==> src/rtl/slc3_io_pkg.sv <==
// Shared types and constants for the SLC-3 front-panel I/O conditioning.
package slc3_io_pkg;

   typedef enum logic [1:0] {
      RELEASED,
      PRESS_WAIT,
      PRESSED,
      RELEASE_WAIT
   } btn_state_t;

   localparam int unsigned DEBOUNCE_DEFAULT = 500000;

endpackage

==> src/rtl/btn_debounce.sv <==
// One active-low key: 2-flop synchronizer, four-state debounce FSM with a
// stability counter, debounced level and one-cycle press strobe.
module btn_debounce
   import slc3_io_pkg::*;
#(
   parameter int unsigned DEBOUNCE_CYCLES = DEBOUNCE_DEFAULT
) (
   input  logic clk,
   input  logic rst,
   input  logic key_raw,
   output logic level,
   output logic pulse
);

   localparam int CNT_W = $clog2(DEBOUNCE_CYCLES);
   localparam logic [CNT_W-1:0] CNT_ONE  = CNT_W'(1);
   localparam logic [CNT_W-1:0] CNT_LAST = CNT_W'(DEBOUNCE_CYCLES - 1);

   logic             sync1_reg;
   logic             sync2_reg;
   btn_state_t       state_reg;
   btn_state_t       state_next;
   logic [CNT_W-1:0] cnt_reg;
   logic [CNT_W-1:0] cnt_next;
   logic             pulse_reg;
   logic             pulse_next;

   always_ff @(posedge clk or posedge rst) begin
      if (rst) begin
         sync1_reg <= 1'b1;
         sync2_reg <= 1'b1;
         state_reg <= RELEASED;
         cnt_reg   <= '0;
         pulse_reg <= 1'b0;
      end else begin
         sync1_reg <= key_raw;
         sync2_reg <= sync1_reg;
         state_reg <= state_next;
         cnt_reg   <= cnt_next;
         pulse_reg <= pulse_next;
      end
   end

   // The cycle that leaves a stable state already counts as the first stable cycle.
   always_comb begin
      state_next = state_reg;
      cnt_next   = cnt_reg;
      pulse_next = 1'b0;
      case (state_reg)
         RELEASED: begin
            if (!sync2_reg) begin
               state_next = PRESS_WAIT;
               cnt_next   = CNT_ONE;
            end
         end
         PRESS_WAIT: begin
            if (sync2_reg) begin
               state_next = RELEASED;
               cnt_next   = '0;
            end else if (cnt_reg == CNT_LAST) begin
               state_next = PRESSED;
               cnt_next   = '0;
               pulse_next = 1'b1;
            end else begin
               cnt_next = cnt_reg + CNT_ONE;
            end
         end
         PRESSED: begin
            if (sync2_reg) begin
               state_next = RELEASE_WAIT;
               cnt_next   = CNT_ONE;
            end
         end
         RELEASE_WAIT: begin
            if (!sync2_reg) begin
               state_next = PRESSED;
               cnt_next   = '0;
            end else if (cnt_reg == CNT_LAST) begin
               state_next = RELEASED;
               cnt_next   = '0;
            end else begin
               cnt_next = cnt_reg + CNT_ONE;
            end
         end
         default: begin
            state_next = RELEASED;
            cnt_next   = '0;
         end
      endcase
   end

   assign level = !((state_reg == PRESSED) || (state_reg == RELEASE_WAIT));
   assign pulse = pulse_reg;

endmodule

==> src/rtl/btn_conditioner.sv <==
// Front-panel conditioner: debounced Run/Continue keys and the switch bank.
// Define SWITCH_SYNC_EN to pass S_raw through a 2-flop synchronizer.
module btn_conditioner
   import slc3_io_pkg::*;
#(
   parameter int unsigned DEBOUNCE_CYCLES = DEBOUNCE_DEFAULT
) (
   input  logic        Clk,
   input  logic        Reset,
   input  logic        Run_raw,
   input  logic        Continue_raw,
   input  logic [15:0] S_raw,
   output logic        Run,
   output logic        Continue,
   output logic        Run_pulse,
   output logic        Continue_pulse,
   output logic [15:0] S
);

   logic [1:0] key_raw;
   logic [1:0] key_level;
   logic [1:0] key_pulse;

   assign key_raw = {Continue_raw, Run_raw};

   genvar gi;
   generate
      for (gi = 0; gi < 2; gi++) begin : g_key
         btn_debounce #(
            .DEBOUNCE_CYCLES(DEBOUNCE_CYCLES)
         ) u_debounce (
            .clk    (Clk),
            .rst    (Reset),
            .key_raw(key_raw[gi]),
            .level  (key_level[gi]),
            .pulse  (key_pulse[gi])
         );
      end
   endgenerate

   assign Run            = key_level[0];
   assign Continue       = key_level[1];
   assign Run_pulse      = key_pulse[0];
   assign Continue_pulse = key_pulse[1];

`ifdef SWITCH_SYNC_EN
   logic [15:0] s_sync1_reg;
   logic [15:0] s_sync2_reg;

   always_ff @(posedge Clk or posedge Reset) begin
      if (Reset) begin
         s_sync1_reg <= '0;
         s_sync2_reg <= '0;
      end else begin
         s_sync1_reg <= S_raw;
         s_sync2_reg <= s_sync1_reg;
      end
   end

   assign S = s_sync2_reg;
`else
   assign S = S_raw;
`endif

endmodule

==> config.mk <==
export PLATFORM = sky130hd
export DESIGN_NAME = btn_conditioner
export DESIGN_NICKNAME = d
export VERILOG_FILES = /design/src/rtl/slc3_io_pkg.sv /design/src/rtl/btn_debounce.sv /design/src/rtl/btn_conditioner.sv
export SDC_FILE = /design/constraint.sdc
export NUM_CORES = 1
export LEC_CHECK = 0
export ABC_AREA = 1
export CAP_MARGIN = 5
export CELL_PAD_IN_SITES_DETAIL_PLACEMENT = 1
export CELL_PAD_IN_SITES_GLOBAL_PLACEMENT = 1
export CORE_MARGIN = 3
export CORE_UTILIZATION = 43
export DETAILED_ROUTE_END_ITERATION = 10
export PLACE_DENSITY_LB_ADDON = 0.3
export SLEW_MARGIN = 20
export SYNTH_ARGS = -nofsm -noshare
export SYNTH_HDL_FRONTEND = slang
export SYNTH_SLANG_ARGS = --single-unit
==> constraint.sdc <==
create_clock -name Clk -period 2.8 [get_ports Clk]
set_clock_uncertainty 0.2 [all_clocks]
set_input_delay 0.42 -clock Clk [delete_from_list [all_inputs] [get_ports Clk]]
set_output_delay 0.42 -clock Clk [all_outputs]
set_load 0.03 [all_outputs]
==> results by group, run 1 <==
Run status
  • Status: finished, final reports clean

Logic synthesis
  • Mapped cell area: 2930 sq um
  • Post-synth EDFFs: 0
  • Ys Warns: 0
  • Post-Syn Nets: 428
  • Area contributors post-synth: dfrtp_1 (38%), nand2_1 (14%), nor2_1 (7.0%), inv_1 (6.0%), nand3_1 (5.1%)
  • Count leader, synth: nand2_1
  • Area fraction of the dominant cell type after synthesis: 0.376
  • Syn Inst Count: 406
  • Main synth FF type: dfrtp_1
  • Sequential share of the synthesized area: 0.412
  • Avg Cell Area, Syn: 7.22 sq um
  • Ys async rst share: 1.00
  • Yosys cell types: 28
  • Top post-synthesis cells by count: nand2_1 (112), nor2_1 (55), inv_1 (47)
  • Yosys reg bits: 48
  • Yosys top cell by area: dfrtp_1

Worst setup path
  • Max incr delay on CP: 0.68 ns
  • Critical Path AT: 1.49 ns
  • Worst Path Class, Setup: register to output pin
  • Worst path bufs/invs: 2
  • Slowest cell on the critical path: clkdlybuf4s50_1
  • Worst setup EP type: output pin
  • CP top delay family: buffers and inverters
  • Crit path cell chain: inv_1 -> clkdlybuf4s50_1
  • Worst EP required: 2.18 ns
  • Crit start category: register
  • Crit-path max FO: 3

Clock network
  • Setup Buffers After CTS: 0
  • Clk Latency, worst-skew pair: 0.31 ns
  • Clock root buffer master: clkbuf_8
  • Total CTS buffers: 5
  • Clock buffer depth: 2
  • TritonCTS clock tree: built
  • CTS Hold Bufs: 0
  • H-tree levels: 2
  • Resize count post-CTS: 0
  • Reg clk slew, reported paths: 0.09 ns
  • Clock Sinks: 48

Layout
  • # nets final: 426
  • Number of flip-flops in the largest register: 38
  • Area grow syn2layout: 6.45%
  • Fill count: 848
  • Area of the multi-input gates: 1390 sq um
  • N_diodes: 0
  • Seq. cell area: 1210 sq um
  • Share of layout cells above drive strength 1: 0.0988

STA
  • Fin. max-slew vios: 0
  • Period Utilization, post-route: 0.754
  • Final setup margin: 0.687 ns
  • Final min period: 2.11 ns
  • Setup TNS Final: 0 ns
  • Final setup vio count: 0
  • Fmax: 473 MHz
  • Slew HR: 0.586
  • Final Hold Viols: 0
  • RSZ-0062 raised after global routing: false
  • Tightest Pin Transition: 0.619 ns

Drt
  • Vias: 2,608
  • Initial DRC count: 112
  • Pre-antenna DRT Iters: 4
  • Drt via density: 5.41
  • Drc violations: 0
  • Antenna-violating nets left: 0
  • Routed len/inst: 15.9 um
  • Final wirelength: 7670 um

Global routing
  • First-pass GRT wire length: 13,100 um
  • Initial antenna violation count: 0
  • Pin count of the biggest net entering global routing: 19
  • Number of global-route vias before repair: 2,742
  • Overall Global Routing Usage: 0.216
  • Overflow after GRT: 0

Power and ir drop
  • Pwr Density: 600 nW/um^2
  • Leakage power: 1.32 nW
  • Maximum vdd drop: 0.000432 V

Floorplan
  • Die Span X: 88.6 um
  • Core region area: 6460 sq um
  • Ports: 40
  • Num rows: 29
  • Initial Util: 0.454
  • Die boundary height: 88.6 um
  • Die ar.: 7840 sq um

Placed design
  • Dpl ws: 0.815 ns
  • Buffers added on ports: 7
  • Detail Placement HPWL: 5850 um
  • GPL Wtd Cong: 0.855

Run
  • Max_cap viols: 0

Worst hold path
  • Worst hold path type: register to register
==> where the power goes <==
| group | internal, mW | switching [mW] |
|---|---|---|
| sequential | 0.755 | 0.0642 |
| clock | 0.360 | 0.256 |
| combinational | 0.128 | 0.310 |
==> final timing paths <==
path / slack (ns) / end / start / cells past startpoint
max: 0.69 / Continue / register / 2
min: 0.16 / g_key[1].u_debounce.sync2_reg$_DFF_PP1_ / g_key[1].u_debounce.sync1_reg$_DFF_PP1_ / 0
max reg2reg: 0.76 / g_key[0].u_debounce.cnt_reg[16]$_DFFE_PP0P_ / g_key[0].u_debounce.cnt_reg[0]$_DFFE_PP0P_ / 8
min reg2reg: 0.16 / g_key[1].u_debounce.sync2_reg$_DFF_PP1_ / g_key[1].u_debounce.sync1_reg$_DFF_PP1_ / 0
max in group asynchronous: 1.56 / g_key[1].u_debounce.sync1_reg$_DFF_PP1_ / Reset / 3
min in group asynchronous: 0.21 / g_key[0].u_debounce.cnt_reg[2]$_DFFE_PP0P_ / Reset / 2
==> cell usage in the layout (no fill, tap or decap) <==
cell,synthesis,layout
xnor2_1,2,2
ha_1,2,2
nand2_1,112,112
nor2_4,4,4
nand3_1,30,30
clkdlybuf4s50_1,0,7
nand4_1,11,11
clkinv_1,1,1
inv_2,2,3
o21ai_0,17,17
nor2_1,55,55
nor2_2,5,5
nor3_1,7,7
nand3b_1,1,1
buf_4,18,4
dfstp_2,4,4
o22ai_1,7,7
bufinv_16,0,2
or2_2,1,1
inv_6,0,1
o21ai_1,5,5
a211oi_1,1,1
xor2_1,11,11
clkbuf_8,0,5
o21ai_2,1,1
nor3_2,2,2
nand3_2,3,3
inv_1,47,46
a21oi_1,6,6
dfrtp_1,44,44
nand2_2,5,5
==> metrics by stage <==
stage | utilization | power, mW | instance area (sq um) | instances | hold WS (ns)
after floorplan | - | 1.16 | 2930 | 406 | 0.145
after global placement | 0.462 | 1.25 | 2980 | 474 | 0.146
after detailed placement | 0.462 | 1.27 | 2980 | 474 | 0.148
after CTS | 0.483 | 1.89 | 3120 | 482 | 0.163
after global routing | 0.483 | 1.97 | 3120 | 482 | 0.165
final | 0.483 | 1.87 | 3120 | 482 | 0.160
==> worst register-to-register path, delay by kind of cell, from the launching register on <==
| kind | cells | cell delay (ns) |
|---|---|---|
| AOI/OAI and AO/OA | 1 | 0.06 |
| adders and majority gates | 1 | 0.27 |
| DFF | 1 | 0.41 |
| and+or+nand+nor | 6 | 0.99 |
==> layer usage <==
metal | track usage | routed length (um) | share of wire
met1 | 0.268 | 3490 | 0.45
met2 | 0.378 | 3850 | 0.50
met3 | 0.0410 | 197 | 0.026
met4 | 0.0687 | 130 | 0.017
met5 | 0 | 0 | 0
==> layout make-up <==
class | count | area share
clock inverters | 3 | 0.0221
clock buffers | 5 | 0.0221
inverters | 50 | 0.0602
well taps | 77 | 0.0309
multi-input cells | 288 | 0.446
repair buffers | 11 | 0.0321
flip-flops and latches | 48 | 0.387
==> cell families (layout without fill, tap and decap cells) <==
kind of cell    Yosys count  in the layout  synth area share
xor+xnor                 13             13            0.0389
simple gates            236            236             0.359
compound gates           37             37            0.0683
fa+ha+maj                 2              2           0.00854
buf+inv                  70             69             0.114
flops                    48             48             0.412
Note: power is estimated with default switching activity, not from simulation.
==> run 2: changes to the inputs <==
Settings changed: CORE_UTILIZATION 43 to 40.
Clock period 2.8 ns to 2.1 ns, I/O delays scaled along.
==> run 2 against run 1 <==
  * Routed wire length down 6.0%
  * Count of clock-buffer cells in the layout unchanged
  * Register-to-register slack worse by 0.58 ns
  * Worst hold slack worse by 0.075 ns
==> results by group, run 2 (synthesis results as in run 1) <==
Worst setup path
  • Crit start category: register
  • Max incr delay on CP: 0.67 ns (about the same)
  • Crit path cell chain: inv_1 -> clkdlybuf4s50_1
  • Crit-path max FO: 3 (unchanged)
  • Critical R2R Capture: g_key[0].u_debounce.cnt_reg[8]$_DFFE_PP0P_
  • Worst path bufs/invs: 2 (unchanged)
  • Worst EP required: 1.58 ns (-0.60 ns)
  • Worst Path Class, Setup: register to output pin
  • CP top delay family: buffers and inverters
  • Slowest cell on the critical path: clkdlybuf4s50_1
  • Reg2Reg Depth: 8 (unchanged)
  • RR Startpoint: g_key[0].u_debounce.cnt_reg[0]$_DFFE_PP0P_
  • Critical Path AT: 1.49 ns (about the same)
  • Reg-to-reg setup timing slack: 0.18 ns (-0.58 ns)
  • Worst setup EP type: output pin

Drt
  • Pre-antenna DRT Iters: 4 (unchanged)
  • Vias: 2,529 (-3.0%)
  • Routed len/inst: 14.3 um (-10%)
  • Antenna-violating nets left: 0 (unchanged)
  • Drc violations: 0 (unchanged)
  • Initial DRC count: 97 (-13%)
  • Final wirelength: 7210 um (-6.0%)
  • Drt via density: 5.02 (-7.3%)

Clock network
  • Clock root buffer master: clkbuf_8
  • CTS Hold Bufs: 0 (unchanged)
  • Reg clk slew, reported paths: 0.10 ns (about the same)
  • Clk Latency, worst-skew pair: 0.32 ns (about the same)
  • Total CTS buffers: 5 (unchanged)
  • Setup Buffers After CTS: 0 (unchanged)
  • TritonCTS clock tree: built
  • Clock Sinks: 48 (unchanged)
  • H-tree levels: 2 (unchanged)
  • Resize count post-CTS: 0 (unchanged)
  • Clock buffer depth: 2 (unchanged)

Global routing
  • First-pass GRT wire length: 12,700 um (-3.2%)
  • M2 GR Usage: 0.341 (-0.0371)
  • Overflow after GRT: 0 (unchanged)
  • Number of global-route vias before repair: 2,727 (-0.55%)
  • Pin count of the biggest net entering global routing: 23 (+4)
  • Initial antenna violation count: 0 (unchanged)
  • Overall Global Routing Usage: 0.188 (-0.0283)
  • Met3 Resource Use GR: 0.0298 (-0.0111)
  • GR peak layer: met2
  • M1 GR Usage: 0.222 (-0.0460)

STA
  • RSZ-0062 raised after global routing: false
  • Final Hold Viols: 0 (unchanged)
  • Final setup vio count: 0 (unchanged)
  • Setup TNS Final: 0 ns (unchanged)
  • Fin. max-slew vios: 0 (unchanged)
  • Final setup margin: 0.0996 ns (-0.588 ns)
  • Fmax: 500 MHz
  • Final min period: 2.00 ns
  • Tightest Pin Transition: 0.434 ns (-0.186 ns)
  • Slew HR: 0.709 (+0.123)
  • Period Utilization, post-route: 0.953

Power and ir drop
  • Maximum vdd drop: 0.000380 V (-12%)
  • Psw: 0.859 mW (+36%)
  • Leakage power: 1.32 nW (-0.12%)
  • Clk pwr share: 0.265 (-0.064)
  • Switching share of power: 0.371 (+0.0342)
  • Internal power: 1.46 mW (+17%)
  • Pwr Density: 737 nW/um^2 (+23%)
  • Power share of the combinational group: 0.263 (+0.029)
  • Flop pwr share: 0.471 (+0.034)

Layout
  • N_diodes: 0 (unchanged)
  • Leading cell types in the layout, fill and taps excluded: nand2_1 (112), nor2_1 (54), inv_1 (46), dfrtp_1 (44), nand3_1 (30)
  • Fill count: 914 (+7.8%)
  • Area grow syn2layout: 7.17%
  • Share of layout cells above drive strength 1: 0.110 (+0.0115)
  • # nets final: 429 (+0.70%)
  • Most common cell after layout, fill and taps aside: nand2_1
  • Number of flip-flops in the largest register: 38 (unchanged)

Placed design
  • Buffers added on ports: 7 (unchanged)
  • GPL Wtd Cong: 0.824 (-3.7%)
  • Detail Placement HPWL: 5620 um (-3.8%)
  • Dpl ws: 0.160 ns (-0.655 ns)

Floorplan
  • Core region area: 6940 sq um (+7.5%)
  • Die ar.: 8390 sq um (+7.0%)
  • Ports: 40 (unchanged)
  • Die boundary height: 91.6 um (+3.4%)
  • Num rows: 30 (+3.4%)
  • Die Span X: 91.6 um (+3.4%)
  • Initial Util: 0.422 (-0.0317)

Worst hold path
  • Worst hold path type: input port to asynchronous set/reset pin

Run
  • Max_cap viols: 0 (unchanged)

Run status
  • Status: finished, final reports clean
[run 2: cell count changes in the layout (fill, tap and decap cells not counted), sizes merged]
cell / delta
buf: +3
bufinv: -2
clkinv: +1
inv: +1
[run 2: final cells by class]
class / instances / area, sq um / area share
clock buffers: 5 / 68.8 / 0.0219
flip-flops and latches: 48 / 1210 / 0.384
clock inverters: 3 / 26.3 / 0.00837
repair buffers: 14 / 135 / 0.0430
well taps: 96 / 120 / 0.0382
inverters: 50 / 188 / 0.0598
multi-input cells: 288 / 1400 / 0.445
[run 2: routing by layer]
| metal | up-vias | wire length (um) |
|---|---|---|
| met2 | 16 | 3710 |
| met4 | 0 | 116 |
| li1 | 1277 | - |
| met5 | - | 0 |
| met3 | 13 | 122 |
| met1 | 1223 | 3260 |
[run 2: metrics by stage]
step,instance area [sq um],power (mW),hold slack (ns),utilization,cells
after floorplan,2930,1.55,0.119,-,406
after global placement,3040,1.70,0.146,0.438,496
after detailed placement,3040,1.73,0.153,0.438,496
after CTS,3140,2.36,0.0901,0.452,504
after global routing,3140,2.47,0.105,0.452,504
final,3140,2.32,0.0854,0.452,504
[run 2: power by group through the flow]
stage          sequential [mW]  clock (mW)  combinational, mW
2_1_floorplan             1.09           0              0.466
3_3_place_gp              1.10           0              0.602
3_5_place_dp              1.11           0              0.623
4_1_cts                   1.09       0.639              0.627
5_1_grt                   1.10       0.679              0.692
6_report                  1.09       0.615              0.609
[run 2: worst max path at each step]
stage                                          startpoint                                         end  cells after the start
3_5_place_dp   g_key[0].u_debounce.cnt_reg[0]$_DFFE_PP0P_  g_key[0].u_debounce.cnt_reg[8]$_DFFE_PP0P_                      8
6_report                                         register                                    Continue                      2
2_1_floorplan                                       Reset                  asynchronous set/reset pin                      1
4_1_cts                                          register                                    Continue                      2
3_3_place_gp   g_key[0].u_debounce.cnt_reg[0]$_DFFE_PP0P_  g_key[0].u_debounce.cnt_reg[5]$_DFFE_PP0P_                      8
5_1_grt                                          register                                    Continue                      2
